## src/rtl/ex_div_seq.sv

```systemverilog
// ex_div_seq: iterative RV32M divide sequencer for the execute stage.
// Runs DIV/DIVU/REM/REMU as a 32-step restoring division on operand
// magnitudes, applies the sign fix, and presents the result for one cycle.
//
// Ports:
//   clk         rising-edge clock
//   rst_ni      asynchronous active-low reset
//   start_i     valid, unsquashed divide in EX (held until done_o)
//   kill_i      squash of the EX instruction; aborts any operation
//   func3_i     100 DIV, 101 DIVU, 110 REM, 111 REMU (bit 2 ignored)
//   dividend_i  rs1 value
//   divisor_i   rs2 value
//   stall_o     freeze IF/ID/EX and hold EX-MA
//   busy_o      sequencer not idle
//   done_o      result_o valid this cycle
//   result_o    quotient or remainder
module ex_div_seq #(
  parameter int unsigned XLEN = 32
) (
  input  logic            clk,
  input  logic            rst_ni,
  input  logic            start_i,
  input  logic            kill_i,
  input  logic [2:0]      func3_i,
  input  logic [XLEN-1:0] dividend_i,
  input  logic [XLEN-1:0] divisor_i,
  output logic            stall_o,
  output logic            busy_o,
  output logic            done_o,
  output logic [XLEN-1:0] result_o
);

  localparam int unsigned CW = $clog2(XLEN);

  typedef enum logic [1:0] {
    IDLE = 2'd0,
    CALC = 2'd1,
    FIX  = 2'd2,
    DONE = 2'd3
  } state_e;

  state_e          state_q, state_d;
  logic [XLEN-1:0] q_q, q_d;          // quotient shift register
  logic [XLEN:0]   rem_q, rem_d;      // partial remainder
  logic [XLEN-1:0] dvs_q, dvs_d;      // divisor magnitude
  logic [CW-1:0]   cnt_q, cnt_d;
  logic            q_neg_q, q_neg_d;  // negate quotient in FIX
  logic            r_neg_q, r_neg_d;  // negate remainder in FIX
  logic            rem_sel_q, rem_sel_d;
  logic [XLEN-1:0] result_q, result_d;

  logic            is_signed;
  logic            dvd_neg;
  logic            dvs_neg;
  logic [XLEN:0]   rem_shift;
  logic [XLEN-1:0] q_shift;
  logic [XLEN-1:0] quot_fix;
  logic [XLEN-1:0] rem_fix;

  logic unused_func3;
  assign unused_func3 = func3_i[2];

  always_comb begin
    state_d   = state_q;
    q_d       = q_q;
    rem_d     = rem_q;
    dvs_d     = dvs_q;
    cnt_d     = cnt_q;
    q_neg_d   = q_neg_q;
    r_neg_d   = r_neg_q;
    rem_sel_d = rem_sel_q;
    result_d  = result_q;

    is_signed = ~func3_i[0];
    dvd_neg   = is_signed & dividend_i[XLEN-1];
    dvs_neg   = is_signed & divisor_i[XLEN-1];
    rem_shift = {rem_q[XLEN-1:0], q_q[XLEN-1]};
    q_shift   = {q_q[XLEN-2:0], 1'b0};
    quot_fix  = q_neg_q ? (~q_q + XLEN'(1)) : q_q;
    rem_fix   = r_neg_q ? (~rem_q[XLEN-1:0] + XLEN'(1)) : rem_q[XLEN-1:0];

    if (kill_i) begin
      // Squash: discard everything in flight, result register untouched.
      state_d = IDLE;
    end else begin
      unique case (state_q)
        IDLE: begin
          if (start_i) begin
            rem_sel_d = func3_i[1];
            q_neg_d   = dvd_neg ^ dvs_neg;
            r_neg_d   = dvd_neg;
            if (divisor_i == '0) begin
              // Divide by zero bypasses the datapath; remainder is raw rs1.
              result_d = func3_i[1] ? dividend_i : '1;
              state_d  = DONE;
            end else begin
              q_d     = dvd_neg ? (~dividend_i + XLEN'(1)) : dividend_i;
              dvs_d   = dvs_neg ? (~divisor_i + XLEN'(1)) : divisor_i;
              rem_d   = '0;
              cnt_d   = CW'(XLEN - 1);
              state_d = CALC;
            end
          end
        end
        CALC: begin
          if (rem_shift >= {1'b0, dvs_q}) begin
            rem_d = rem_shift - {1'b0, dvs_q};
            q_d   = q_shift | XLEN'(1);
          end else begin
            rem_d = rem_shift;
            q_d   = q_shift;
          end
          if (cnt_q == '0) begin
            state_d = FIX;
          end else begin
            cnt_d = cnt_q - CW'(1);
          end
        end
        FIX: begin
          result_d = rem_sel_q ? rem_fix : quot_fix;
          state_d  = DONE;
        end
        DONE: begin
          state_d = IDLE;
        end
        default: state_d = IDLE;
      endcase
    end
  end

  always_ff @(posedge clk or negedge rst_ni) begin
    if (!rst_ni) begin
      state_q   <= IDLE;
      q_q       <= '0;
      rem_q     <= '0;
      dvs_q     <= '0;
      cnt_q     <= '0;
      q_neg_q   <= 1'b0;
      r_neg_q   <= 1'b0;
      rem_sel_q <= 1'b0;
      result_q  <= '0;
    end else begin
      state_q   <= state_d;
      q_q       <= q_d;
      rem_q     <= rem_d;
      dvs_q     <= dvs_d;
      cnt_q     <= cnt_d;
      q_neg_q   <= q_neg_d;
      r_neg_q   <= r_neg_d;
      rem_sel_q <= rem_sel_d;
      result_q  <= result_d;
    end
  end

  // Outputs are qualified by rst_ni so a held start_i cannot raise stall
  // while reset is asserted.
  always_comb begin
    stall_o  = rst_ni & ~kill_i &
               (((state_q == IDLE) & start_i) | (state_q == CALC) | (state_q == FIX));
    busy_o   = (state_q != IDLE);
    done_o   = rst_ni & ~kill_i & (state_q == DONE);
    result_o = result_q;
  end

endmodule

```

## config.mk

```make
export PLATFORM = sky130hd
export DESIGN_NAME = ex_div_seq
export DESIGN_NICKNAME = d
export VERILOG_FILES = /design/src/rtl/ex_div_seq.sv
export SDC_FILE = /design/constraint.sdc
export NUM_CORES = 1
export LEC_CHECK = 0
export CORE_UTILIZATION = 43
export DETAILED_ROUTE_END_ITERATION = 12
export PLACE_DENSITY = 0.63
export SLEW_MARGIN = 20
export SYNTH_ARGS = -nofsm -noshare
export SYNTH_HDL_FRONTEND = slang
export SYNTH_SLANG_ARGS = --single-unit
```

## constraint.sdc

```tcl
create_clock -name clk -period 4.35 [get_ports clk]
set_clock_uncertainty 0.05 [all_clocks]
set_input_delay 1.0875 -clock clk [delete_from_list [all_inputs] [get_ports clk]]
set_output_delay 1.0875 -clock clk [all_outputs]
set_load 0.01 [all_outputs]
```

# Word level (Yosys, flattened, before mapping)
# Cells that the tools add are included.
# word_totals
in_bits	71
wordCells	79
regBits	138
out_inout_bits	35
# classes
bitwise	16
eq_ne	9
addsub	6
n_reduce_logical	12
order_cmp	1
muxes	26
# op_table
operator	count
$mux 32	13
$pmux 32 s2	3
$add 32x1->32 const B	4
$not 32->32	4
$ge 33x32->1	1
$logic_not 32->1	1
$sub 32x32->32	1
$mux 5	3
$reduce_and 4->1	3
$pmux 5 s2	1
$mux 2	4
$ne 2x2->1 const B	4
$pmux 2 s4	1
$and 1x1->1	6
$ne 3x3->1 const B	2
$reduce_bool 2->1	3
$logic_not 5->1	1
$reduce_and 5->1	1
$sub 5x1->5 const B	1
$eq 2x2->1 const B	2
$not 1->1	3
$reduce_and 3->1	1
$eq 2x1->1 const B	1
$logic_not 2->1	1
4 further kinds	5

# Depth between registers and ports, before layout
# logic_depth
ltp_word	6
ltp_mapped	13
ltp_nobuf	13

# Worst setup path after synthesis
# No wires, ideal clock.
# synth_path
path_type	input -> register
start	in dividend_i[20]
end	reg q_q[30]
path_slack_ps	891
arrival_time_ps	3280
cell_stages	9
required_ps	4171
setup_time_ps	129
n_path_buf	0
cell_sequence	or4_4 -> or3_4 -> or4_4 -> or3_4 -> o31ai_2 -> xor2_1 -> nor2_1 -> a21oi_2 -> o21ai_1
# synth_between
elab_chain_cells	6
# synth_rtl
item	line_no	text
start, declared	25	input logic [XLEN-1:0] dividend_i,
$not 32->32	97	q_d = dvd_neg ? (~dividend_i + XLEN'(1)) : dividend_i;
$add 32x1->32	97	
$mux 32	97	
$mux 32	92	if (divisor_i == '0) begin
$mux 32	88	if (start_i) begin
$pmux 32 s2	86	unique case (state_q)
end signal, assigned	144	q_q <= q_d;
end, declared	43	logic [XLEN-1:0] q_q, q_d;
# No other way between the ends. The select of a mux whose other input is x is not followed.
# A chain may end at the register's enable or synchronous reset.

# Worst setup path in the final report
# layout_path
start	in divisor_i[12]
end	reg result_q[25], in the netlist result_o[25]
# layout_between
elab_chain_cells	3
# layout_rtl
item	line_no	text
start, declared	26	input logic [XLEN-1:0] divisor_i,
$logic_not 32->1	92	
$ne 2x2->1 (no line)	--	
$reduce_and 4->1 (no line)	--	
end signal, assigned	151	result_q <= result_d;
end, declared	50	logic [XLEN-1:0] result_q, result_d;
# No other way between the ends.

==> results.toml <==
[run_status]
outcome = "finished clean"

[critical_path]
arrival_ns = 4.06
crit_slowest_cell = "or4_1"
crit_start = "divisor_i[12]"
r2r.worst_path.cells = 13
r2r_start = "q_q[31]"
crit_path_start_kind = "input port"
cpPeakStageDelay_ns = 0.59
crit_path_end_kind = "flip-flop"
cp_num_buf_inv = 2
r2r_slack_ns = 0.62
path_cells = "clkdlybuf4s50_1 > or4_1 > and4b_1 > nand2_2 > nor2_4 > nand3_1 > a21o_1 > buf_4 > or3_1 > o21ai_0 > a21oi_1"
critPathKind = "in2reg"
r2r_end = "rem_q[26]"
cp.required_ns = 4.61
worst-path-max-fanout = 49
path_delay_family = "simple AND/OR/NAND/NOR gates"

[clock_tree]
hold_buffers = 0
clock_sinks = 138
clk_transition_reported_paths_ns = 0.06
post_cts_buffers = 0
cts_tree = "yes"
clk_latency_ns = 0.43
cts.repair.resized = 0
numCtsBuffers = 17
clockBufferDepth = 2
clock-root-buffer = "clkbuf_16"
cts_max_level = 4

[synthesis]
netlist_area_um2 = 10800
yosys.area.top_type = "dfrtp_1"
synthAdderAreaFrac_pct = 5.04
synth_compound_area_share_pct = 26.3
muxShareOfSynthArea_pct = 0.578
yosys-top-cells-area = "dfrtp_1 (32%), o21ai_0 (6.8%), nand2_1 (6.6%)"
ys_ff_latch = 138
synth_nets = 1475
ys_types = 80
seq_area_frac_synth_pct = 31.9
syn_avg_cell_area_um2 = 7.95
synthSimpleGateAreaFrac_pct = 19.5
yosysWarnings = 0
yosys.area.top_type_share_pct = 31.9
synthXorXnorAreaFrac_pct = 11.6
async_reset_ff_share_pct = 100
synth_top_family_by_area = "compound AO/OA/AOI/OAI gates"
synth_enable_flop_cells = 0
synth_flop_cell = "dfrtp_1"
synth_cells = 1361

[floorplanning]
io_pins = 106
die_x_um = 161
core-area_um2 = 24500
die_h_um = 161
dieArea_um2 = 25800
start_util_pct = 44.1
rows = 57

[global_route]
antenna_found_initial = 0
first_global_vias = 9509
grt_pass1_wl_um = 50100
grt_usage_pct = 24.1
grt-ovfl-total = 0
grt_max_degree = 77

[placement]
portBuffers = 104
gp_congestion = 0.901
hpwl_um = 22400
dp_cells = 1749

[final_layout]
layout-drive-gt1-share_pct = 7.76
final_cell_mix = "nand2_1 (190), o21ai_0 (147), dfrtp_1 (138), a21oi_1 (106), clkdlybuf4s50_1 (103)"
syn_to_final_growth_pct = 19.7
num-fill-cells = 2403
utilization_pct = 52.8
multiInputGateArea_um2 = 6840
final_common_cell = "nand2_1"
nNetsFinal = 1558
seq_area_um2 = 3450
final-instance-count-excl-fill = 1782

[drt]
wl_um = 30100
ant_nets = 0
first_pass_iters = 6
drc = 0
wire_per_inst_um = 16.9
drt_iter0_drc = 755
vias_per_cell = 5.68
vias = 10100

[sta]
hold_viol = 0
tightest_slew_ns = 0.933
finalSetupTns_ns = 0
finalMaxSlewViolations = 0
fin_crit_sh_pct = 87.5
final-setup-viol-count = 0
slew_headroom_pct = 37.8
rsz0062_at_grt = "no"
min_period_ns = 3.81
max_freq_ghz = 0.263

[hold_path]
hp-class = "reg2reg"
min_to = "result_o[0]"
hold_path_depth = 1
worstHoldStart = "result_o[0]"

[pwr]
p_total_mw = 9.97
power_density_nw_per_um2 = 770
ir_worst_vdd_v = 0.000301
power_leakage_nw = 5.49

[flow_run]
drv_cap = 0
registers in the layout (all words and copies together) (netlist names):
register / cells
q_neg_q: 1
state_q: 2
rem_q: 32
cnt_q: 5
rem_sel_q: 1
dvs_q: 32
q_q: 32
r_neg_q: 1
result_o: 32
metrics by stage:
stage	cell area (um^2)	worst slack [ns]	hold slack, ns
2_1_floorplan	10800	0.891	0.428
3_3_place_gp	12300	0.107	0.411
3_5_place_dp	12300	0.0897	0.416
4_1_cts	12900	0.523	0.429
5_1_grt	13000	0.429	0.447
6_report	13000	0.543	0.424
cell usage after synthesis (14+ instances only):
library cell    n
a21o_1         19
nand3_1        53
dfrtp_1       138
ha_1           42
xnor2_1        62
xor2_1         81
nor2_1         77
inv_1          63
nor3_1         17
o31ai_1        37
nand2_1       190
clkbuf_1       64
or3_1          21
a21oi_1       106
o21ai_0       147
o311ai_0       16
o41ai_1        14
o211ai_1       19
how the worst max path moves through the flow:
stage | to | slack [ns] | cells past startpoint
global route | result_o[21] | 0.43 | 11
CTS | result_o[25] | 0.52 | 11
floorplan | q_q[30] | 0.89 | 9
global placement | result_o[21] | 0.11 | 11
detailed placement | result_o[25] | 0.09 | 11
finish | result_o[25] | 0.54 | 11
final cells by class:
cell class                 count  share of cell area (%)
inverter                      63                    1.83
multi-input combinational   1079                    52.8
sequential                   138                    26.7
tap                          324                    3.13
antenna                        1                  0.0193
clock inverter                12                    1.32
timing repair buffer         145                    10.7
clock buffer                  20                    3.53
kinds of logic (layout without fill, tap and decap cells):
kind of cell / after synthesis / after routing
AO/OA/AOI/OAI: 446 / 446
XOR/XNOR: 143 / 143
adder cells (fa/ha/maj): 43 / 43
buffers and inverters: 144 / 240
flip-flops: 138 / 138
multiplexers: 6 / 6
other: 0 / 1
AND/OR/NAND/NOR: 441 / 441
power by group:
| group | leakage (nW) | internal [mW] | switching [mW] |
|---|---|---|---|
| clock network | 0.302 | 0.986 | 0.567 |
| registers | 1.72 | 1.85 | 0.702 |
| logic | 3.47 | 2.48 | 3.39 |
layer usage:
metal / wire length [um] / global-route usage (%) / vias up
met3: 1570 / 3.74 / 26
li1: - / - / 5069
met1: 14300 / 34.3 / 4719
met2: 13800 / 38.4 / 314
met4: 384 / 5.67 / 0
met5: 0 / 0 / -
worst reg2reg max path, delay by kind of cell (launching register included):
| family | cells | cell delay [ns] |
|---|---|---|
| fa+ha+maj | 2 | 0.61 |
| flops | 1 | 0.41 |
| simple gates | 1 | 0.15 |
| compound gates | 7 | 1.94 |
| buf+inv | 2 | 0.23 |
| xor+xnor | 1 | 0.21 |
Note: power is estimated with default switching activity, not from simulation.
